===== config.mk =====
export PLATFORM = sky130hd
export DESIGN_NAME = ibex_rf_wport_arbiter
export DESIGN_NICKNAME = d
export VERILOG_FILES = /design/src/rtl/ibex_rf_wport_arbiter.sv
export SDC_FILE = /design/constraint.sdc
export NUM_CORES = 1
export LEC_CHECK = 0
export ABC_AREA = 1
export ABC_CLOCK_PERIOD_IN_PS = 6200
export CAP_MARGIN = 20
export CORE_ASPECT_RATIO = 1.4
export CORE_MARGIN = 2
export CORE_UTILIZATION = 47
export DETAILED_ROUTE_END_ITERATION = 10
export GPL_ROUTABILITY_DRIVEN = 0
export PLACE_DENSITY = 0.95
export SLEW_MARGIN = 30
export SYNTH_ARGS = -nofsm -noshare
export SYNTH_HDL_FRONTEND = slang
export SYNTH_SLANG_ARGS = --single-unit

===== constraint.sdc =====
create_clock -name clk_i -period 6.2 [get_ports clk_i]
set_input_delay 1.24 -clock clk_i [delete_from_list [all_inputs] [get_ports clk_i]]
set_output_delay 1.24 -clock clk_i [all_outputs]
set_load 0.03 [all_outputs]

===== src/rtl/ibex_rf_wport_arbiter.sv =====
// Register-file write-port arbiter: LSU load responses normally win, EX is boosted after
// StarveLimit blocked cycles and a colliding load is parked in a one-entry hold buffer.
// Optional conflict counter enabled by defining IBEX_RF_ARB_PERF_EN.
module ibex_rf_wport_arbiter #(
    parameter int unsigned StarveLimit = 3,
    parameter int unsigned AddrWidth   = 5,
    parameter int unsigned DataWidth   = 32
) (
    input  logic                 clk_i,
    input  logic                 rst_i,

    input  logic                 ex_valid_i,
    output logic                 ex_ready_o,
    input  logic [AddrWidth-1:0] ex_waddr_i,
    input  logic [DataWidth-1:0] ex_wdata_i,

    input  logic                 lsu_valid_i,
    output logic                 lsu_ready_o,
    input  logic                 lsu_err_i,
    input  logic [AddrWidth-1:0] lsu_waddr_i,
    input  logic [DataWidth-1:0] lsu_wdata_i,

    output logic                 rf_we_o,
    output logic [AddrWidth-1:0] rf_waddr_o,
    output logic [DataWidth-1:0] rf_wdata_o,

    output logic                 hold_valid_o,
    output logic [AddrWidth-1:0] hold_waddr_o,
    output logic [DataWidth-1:0] hold_wdata_o,

    output logic [15:0]          perf_conflict_cnt_o
);

    // Handshakes: a transfer happens in a cycle where valid and ready are both high;
    // valid must not depend on ready, ready may depend on valid (ex_ready_o does).
    localparam logic [3:0] StarveMax = 4'(StarveLimit);

    logic                 hold_valid_q, hold_valid_d;
    logic                 hold_err_q, hold_err_d;
    logic [AddrWidth-1:0] hold_waddr_q, hold_waddr_d;
    logic [DataWidth-1:0] hold_wdata_q, hold_wdata_d;
    logic [3:0]           starve_q, starve_d;
    logic                 rf_we_q, rf_we_d;
    logic [AddrWidth-1:0] rf_waddr_q, rf_waddr_d;
    logic [DataWidth-1:0] rf_wdata_q, rf_wdata_d;

    logic                 lsu_acc;
    logic                 boost;
    logic                 grant_h, grant_l, grant_e;
    logic                 capture;
    logic                 wr_valid;
    logic                 wr_err;
    logic [AddrWidth-1:0] wr_addr;
    logic [DataWidth-1:0] wr_data;

    assign lsu_ready_o = !hold_valid_q;
    assign lsu_acc     = lsu_valid_i & !hold_valid_q;
    assign boost       = ex_valid_i & (starve_q == StarveMax);

    assign grant_h = !boost & hold_valid_q;
    assign grant_l = !boost & lsu_acc;
    assign grant_e = ex_valid_i & (boost | (!hold_valid_q & !lsu_acc));
    // A load arriving while EX is boosted is parked instead of dropped.
    assign capture = boost & lsu_acc;

    assign ex_ready_o = grant_e;

    always_comb begin
        wr_valid = 1'b0;
        wr_err   = 1'b0;
        wr_addr  = rf_waddr_q;
        wr_data  = rf_wdata_q;
        if (grant_h) begin
            wr_valid = 1'b1;
            wr_err   = hold_err_q;
            wr_addr  = hold_waddr_q;
            wr_data  = hold_wdata_q;
        end else if (grant_l) begin
            wr_valid = 1'b1;
            wr_err   = lsu_err_i;
            wr_addr  = lsu_waddr_i;
            wr_data  = lsu_wdata_i;
        end else if (grant_e) begin
            wr_valid = 1'b1;
            wr_addr  = ex_waddr_i;
            wr_data  = ex_wdata_i;
        end
    end

    // x0 and faulted loads still consume the grant but never reach the register file.
    assign rf_we_d    = wr_valid & (wr_addr != '0) & !wr_err;
    assign rf_waddr_d = wr_addr;
    assign rf_wdata_d = wr_data;

    always_comb begin
        hold_valid_d = hold_valid_q;
        hold_err_d   = hold_err_q;
        hold_waddr_d = hold_waddr_q;
        hold_wdata_d = hold_wdata_q;
        if (grant_h) begin
            hold_valid_d = 1'b0;
        end else if (capture) begin
            hold_valid_d = 1'b1;
            hold_err_d   = lsu_err_i;
            hold_waddr_d = lsu_waddr_i;
            hold_wdata_d = lsu_wdata_i;
        end
    end

    always_comb begin
        starve_d = 4'd0;
        if (ex_valid_i && !grant_e) begin
            starve_d = (starve_q == StarveMax) ? starve_q : starve_q + 4'd1;
        end
    end

    always_ff @(posedge clk_i or posedge rst_i) begin
        if (rst_i) begin
            hold_valid_q <= 1'b0;
            hold_err_q   <= 1'b0;
            hold_waddr_q <= '0;
            hold_wdata_q <= '0;
            starve_q     <= 4'd0;
            rf_we_q      <= 1'b0;
            rf_waddr_q   <= '0;
            rf_wdata_q   <= '0;
        end else begin
            hold_valid_q <= hold_valid_d;
            hold_err_q   <= hold_err_d;
            hold_waddr_q <= hold_waddr_d;
            hold_wdata_q <= hold_wdata_d;
            starve_q     <= starve_d;
            rf_we_q      <= rf_we_d;
            rf_waddr_q   <= rf_waddr_d;
            rf_wdata_q   <= rf_wdata_d;
        end
    end

    assign rf_we_o      = rf_we_q;
    assign rf_waddr_o   = rf_waddr_q;
    assign rf_wdata_o   = rf_wdata_q;
    assign hold_valid_o = hold_valid_q;
    assign hold_waddr_o = hold_waddr_q;
    assign hold_wdata_o = hold_wdata_q;

`ifdef IBEX_RF_ARB_PERF_EN
    logic [15:0] perf_q, perf_d;

    always_comb begin
        perf_d = perf_q;
        if (ex_valid_i && !ex_ready_o && (perf_q != 16'hFFFF)) begin
            perf_d = perf_q + 16'd1;
        end
    end

    always_ff @(posedge clk_i or posedge rst_i) begin
        if (rst_i) begin
            perf_q <= 16'h0;
        end else begin
            perf_q <= perf_d;
        end
    end

    assign perf_conflict_cnt_o = perf_q;
`else
    assign perf_conflict_cnt_o = 16'h0;
`endif

endmodule


==> results.json, run 1 <==
{
  "run_status": "completed",
  "die_w_microns": 83.3,
  "switchingPower_uw": 452,
  "die_h_microns": 115,
  "clk_latency_ps": 330,
  "wl_per_cell_microns": 16.3,
  "whs_ps": 462,
  "fillCellCount": 632,
  "overflow": 0,
  "dpl.hpwl_microns": 8000,
  "numCtsBuffers": 9,
  "powerDensity_mw_per_mm2": 261,
  "p_comb_share_pct": 25.1,
  "ios": 173,
  "critPathMaxFanout": 34,
  "drtPass1Iterations": 4,
  "postPlaceCellArea_sq_mm": 0.00559,
  "h-tree-depth": 3,
  "path_delay_family": "buffers and inverters",
  "syn_to_final_growth_pct": 42.6,
  "ctsResizeCount": 0,
  "ys_seq_elements": 81,
  "multi_input_area_sq_mm": 0.00174,
  "tns_ps": 0,
  "ys_seq_area_share_pct": 49.0,
  "internal_power_uw": 1090,
  "crit_arrival_ps": 3330,
  "grt_max_degree": 52,
  "ff_latch_area_sq_mm": 0.00203,
  "yosysWarnings": 0,
  "min_period_over_period_pct": 73.6,
  "cts_tree": "built",
  "p_seq_share_pct": 39.7,
  "setup_violations": 0,
  "finalCriticalPeriod_ps": 4570,
  "cts_hold_buffers": 0,
  "initial_core_util_pct": 48.4,
  "final_cell_mix": "clkdlybuf4s50_1, nand2_1, dfrtp_1",
  "clk_pin_slew_ps": 60,
  "final_core_util_pct": 69.0,
  "maxCapViolations": 0,
  "power_uw": 1540,
  "row_count": 40,
  "critPathRequiredTime_ps": 4960,
  "hold_viol": 0,
  "routed_wl_microns": 11400,
  "relSlewSlack_pct": 53.2,
  "root_buffer": "clkbuf_16",
  "leakagePower_uw": 0.00286,
  "swShare_pct": 29.4,
  "io_buffers": 156,
  "finalClockSkew_ps": 3.18,
  "ys_types": 26,
  "clockBufferDepth": 2,
  "worst_setup_path_start_kind": "input port",
  "tightest_slew_ps": 700,
  "syn_area_sq_mm": 0.00414,
  "end_kind": "primary output",
  "final_cell_area_sq_mm": 0.00590,
  "antenna_cells": 0,
  "route.antenna.remaining_nets": 0,
  "post_cts_buffers": 0,
  "crit_path_max_incr_delay_ps": 700,
  "syn_area_per_cell_sq_um": 9.14,
  "vias": 3766,
  "peakVddDrop_mv": 0.174,
  "layout_commonest_cell": "clkdlybuf4s50_1",
  "cts.sinks": 81,
  "cp_num_buf_inv": 4,
  "fmax_ghz": 0.219,
  "critPathKind": "input port to primary output",
  "netlist_instances": 453,
  "grt_pass1_vias": 3894,
  "slew_viol_final": 0,
  "drive_gt1_share_pct": 10.2,
  "die_area_sq_mm": 0.00958,
  "p_clk_share_pct": 35.2,
  "grt_pass1_wl_microns": 18200,
  "grt_util_all_layers_pct": 24.0,
  "route.detailed.drc": 0,
  "reg2reg_slack_ps": 3520,
  "drt_iter0_drc": 175,
  "antenna_found_initial": 0,
  "routed_via_density": 5.36,
  "path_cells": "clkdlybuf4s50_1 -> inv_6 -> nor2_8 -> nand2_4 -> nand2_4 -> nand2_2 -> inv_1 -> clkdlybuf4s50_1",
  "layout.nets": 672,
  "hold_path_class": "flop to flop",
  "core_sq_mm": 0.00856,
  "cp_slowest_cell": "clkdlybuf4s50_1",
  "rsz0062_at_grt": "false"
}
cells in the mapped netlist:
master	count	area, sq um
nand2_1	114	428
o21ai_0	5	25.0
buf_2	13	65.1
xor2_1	1	8.76
clkbuf_1	6	22.5
nand2_2	2	12.5
inv_1	27	101
a21oi_1	4	20.0
conb_1	1	3.75
mux2_1	3	33.8
buf_6	8	90.1
or2_1	3	18.8
nand3_2	1	10.0
nand3_1	78	390
o21ai_1	2	10.0
inv_6	1	8.76
a21oi_2	1	8.76
mux2_2	30	338
ha_1	1	12.5
nor2_8	1	20.0
buf_4	18	135
o211ai_1	33	248
inv_2	3	11.3
nand2_4	4	45.0
nor2_1	12	45.0
dfrtp_1	81	2030
routing by layer:
metal / up-vias / share of wire (%) / track usage, %
li1: 1758 / - / -
met1: 1812 / 36 / 25.6
met2: 159 / 55 / 44.6
met3: 37 / 5.1 / 4.88
met4: 0 / 3.5 / 12.9
met5: - / 0 / 0
sequential cells by signal, indices dropped and copies added, names as in the netlist:
signal	count
hold_valid_o	1
starve_q	4
hold_err_q	1
rf_wdata_o	32
hold_wdata_o	32
rf_we_o	1
hold_waddr_o	5
rf_waddr_o	5
worst register-to-register path, cell delays in order, from the launching register on:
cell and delay, ps:
dfrtp_1 370, ha_1 150, inv_1 50, nor2_1 220, nand2_4 140, nand2_2 490
buf_4 490, o21ai_0 190, inv_1 90, nand2_1 60, nand2_1 90, nand3_1 80
nor2_1 100, nor2_1 50
worst paths after layout:
kind                              from               end  cells after the start
hold / removal             starve_q[0]       starve_q[0]                      1
min in group asynchronous        rst_i  hold_wdata_o[24]                      2
setup / recovery            ex_valid_i        ex_ready_o                      8
max in group asynchronous        rst_i  hold_wdata_o[18]                      3
hold reg to reg            starve_q[0]       starve_q[0]                      1
setup reg to reg           starve_q[0]           rf_we_o                     13
area by class of cell:
class	instances	share of cell area, %
Sequential cell	81	34.3
Multi-Input combinational cell	311	29.4
Timing Repair Buffer	158	26.7
Clock buffer	14	4.64
Tap cell	105	2.23
Inverter	31	2.08
Clock inverter	2	0.593
kinds of logic (layout without fill, tap and decap cells):
family	Yosys count	in the layout	synth area share [%]
simple gates	215	215	23.4
flops	81	81	49.0
buf+inv	76	205	10.5
compound gates	45	45	7.53
mux	33	33	8.98
fa+ha+maj	1	1	0.302
other cells	1	16	0.0906
xor+xnor	1	1	0.212
per-stage QoR:
step	setup slack [ps]	instances
after floorplan	2880	468
after global placement	1680	686
after detailed placement	1640	686
after CTS	1640	702
after global routing	1510	702
final	1630	702
power by group through the flow:
stage	clock network [uW]	logic [uW]	registers, uW
floorplan	0	123	709
global placement	0	377	615
detailed placement	0	386	619
CTS	545	389	611
global route	570	411	616
finish	543	387	611
(Power assumes the default switching activity.)
==> run 2: changes to the inputs <==
Settings changed: ABC_CLOCK_PERIOD_IN_PS 6200 to 3870, CORE_UTILIZATION 47 to 39, PLACE_DENSITY 0.95 to 0.87.
Clock period 6.2 ns to 3.87 ns, I/O delays scaled along.
==> results.json, run 2 (synthesized netlist as in run 1, its figures left out) <==
{
  "hold_viol": 0,
  "relSlewSlack_pct": 54.7,
  "tns_ps": 0,
  "tightest_slew_ps": 678,
  "critPathMaxFanout": 8,
  "finalClockSkew_ps": 5.38,
  "cp_slowest_cell": "clkdlybuf4s50_1",
  "rsz0062_at_grt": "false",
  "min_from": "starve_q[0]",
  "syn_to_final_growth_pct": 44.9,
  "final_core_util_pct": 58.0,
  "powerDensity_mw_per_mm2": 421,
  "die_w_microns": 91.1,
  "grt_pass1_vias": 3838,
  "die_h_microns": 126,
  "cts_hold_buffers": 0,
  "grt_util_met2_pct": 37.6,
  "end_kind": "primary output",
  "h-tree-depth": 3,
  "clk_pin_slew_ps": 60,
  "worstRegToRegCells": 12,
  "cts.sinks": 81,
  "vias": 3719,
  "worstHoldPathCells": 1,
  "grt_pass1_wl_microns": 18600,
  "route.antenna.remaining_nets": 0,
  "min_period_over_period_pct": 90.0,
  "min_delay_worst_endpoint": "starve_q[0]",
  "critPathRequiredTime_ps": 3100,
  "route.detailed.drc": 0,
  "fillCellCount": 911,
  "crit_path_max_incr_delay_ps": 710,
  "run_status": "completed",
  "post_cts_buffers": 0,
  "peakVddDrop_mv": 0.243,
  "overflow": 0,
  "finalCriticalPeriod_ps": 3480,
  "slew_viol_final": 0,
  "layout.nets": 677,
  "row_count": 44,
  "root_buffer": "clkbuf_16",
  "cts_tree": "built",
  "core_sq_mm": 0.0103,
  "ios": 173,
  "ctsResizeCount": 0,
  "clockBufferDepth": 2,
  "maxCapViolations": 0,
  "wl_per_cell_microns": 15.7,
  "setup_violations": 0,
  "antenna_cells": 0,
  "layout_commonest_cell": "clkdlybuf4s50_1",
  "grtUsageMet1_pct": 21.7,
  "path_delay_family": "buffers and inverters",
  "reg2reg_slack_ps": 1610,
  "grt_use_met3_pct": 3.89,
  "drive_gt1_share_pct": 10.6,
  "worst_setup_path_start_kind": "input port",
  "initial_core_util_pct": 40.0,
  "critPathKind": "input port to primary output",
  "postPlaceCellArea_sq_mm": 0.00567,
  "final_cell_mix": "clkdlybuf4s50_1, nand2_1, dfrtp_1",
  "crit-reg2reg-launch": "starve_q[0]",
  "hold_path_class": "flop to flop",
  "path_cells": "clkdlybuf4s50_1 -> inv_6 -> nor2_8 -> nand2_4 -> nand2_4 -> nand2_2 -> inv_1 -> clkdlybuf4s50_1",
  "grt_max_degree": 68,
  "antenna_found_initial": 0,
  "clk_latency_ps": 340,
  "grt_util_all_layers_pct": 20.3,
  "cp_num_buf_inv": 4,
  "io_buffers": 156,
  "fmax_ghz": 0.287,
  "grt.busiest_layer": "met2",
  "die_area_sq_mm": 0.0115,
  "drt_iter0_drc": 131,
  "leakagePower_uw": 0.00288,
  "reg2reg_to": "rf_we_o",
  "crit_arrival_ps": 2710,
  "routed_wl_microns": 11700,
  "numCtsBuffers": 9,
  "dpl.hpwl_microns": 8190,
  "routed_via_density": 5.03,
  "final_cell_area_sq_mm": 0.00600,
  "drtPass1Iterations": 4
}
==> run 2: cell count changes in the layout (fill, tap and decap cells not counted), sizes merged <==
| cell | delta |
|---|---|
| buf | +5 |
| bufinv | +1 |
| clkinv | -1 |
==> run 2: through the flow <==
stage          instances  hold WS, ps  worst slack (ps)  power (uW)
2_1_floorplan        468          433              1020        1330
3_3_place_gp         724          447               440        1600
3_5_place_dp         724          478               389        1610
4_1_cts              740          492               385        2540
5_1_grt              740          504               311        2620
6_report             740          490               387        2520
==> run 2: area by class of cell <==
type,count,area (sq um),area share (%)
Sequential cell,81,2030,33.8
Multi-Input combinational cell,311,1730,28.9
Timing Repair Buffer,163,1610,26.9
Clock buffer,14,264,4.40
Tap cell,138,173,2.88
Inverter,31,126,2.11
Clock inverter,2,60.1,1.00
==> run 2: where the power goes <==
part           total (uW)  internal, uW  switching, uW  leakage, uW
logic                 620           270            351      0.00169
registers             977           925           52.3      0.00104
clock network         928           601            326     0.000157
total                2520          1800            729      0.00288
==> run 2: per-layer routing <==
| metal | vias to the layer above | share of wire [%] |
|---|---|---|
| met4 | 0 | 3.2 |
| met2 | 134 | 55 |
| met3 | 31 | 5.0 |
| li1 | 1765 | - |
| met5 | - | 0 |
| met1 | 1789 | 37 |
==> run 2: worst max path at each step <==
stage	start	endpoint	depth (start not counted)
after floorplan	rst_i	hold_err_q	1
after global placement	ex_valid_i	ex_ready_o	8
after detailed placement	ex_valid_i	ex_ready_o	8
after CTS	ex_valid_i	ex_ready_o	8
after global routing	ex_valid_i	ex_ready_o	8
final	ex_valid_i	ex_ready_o	8
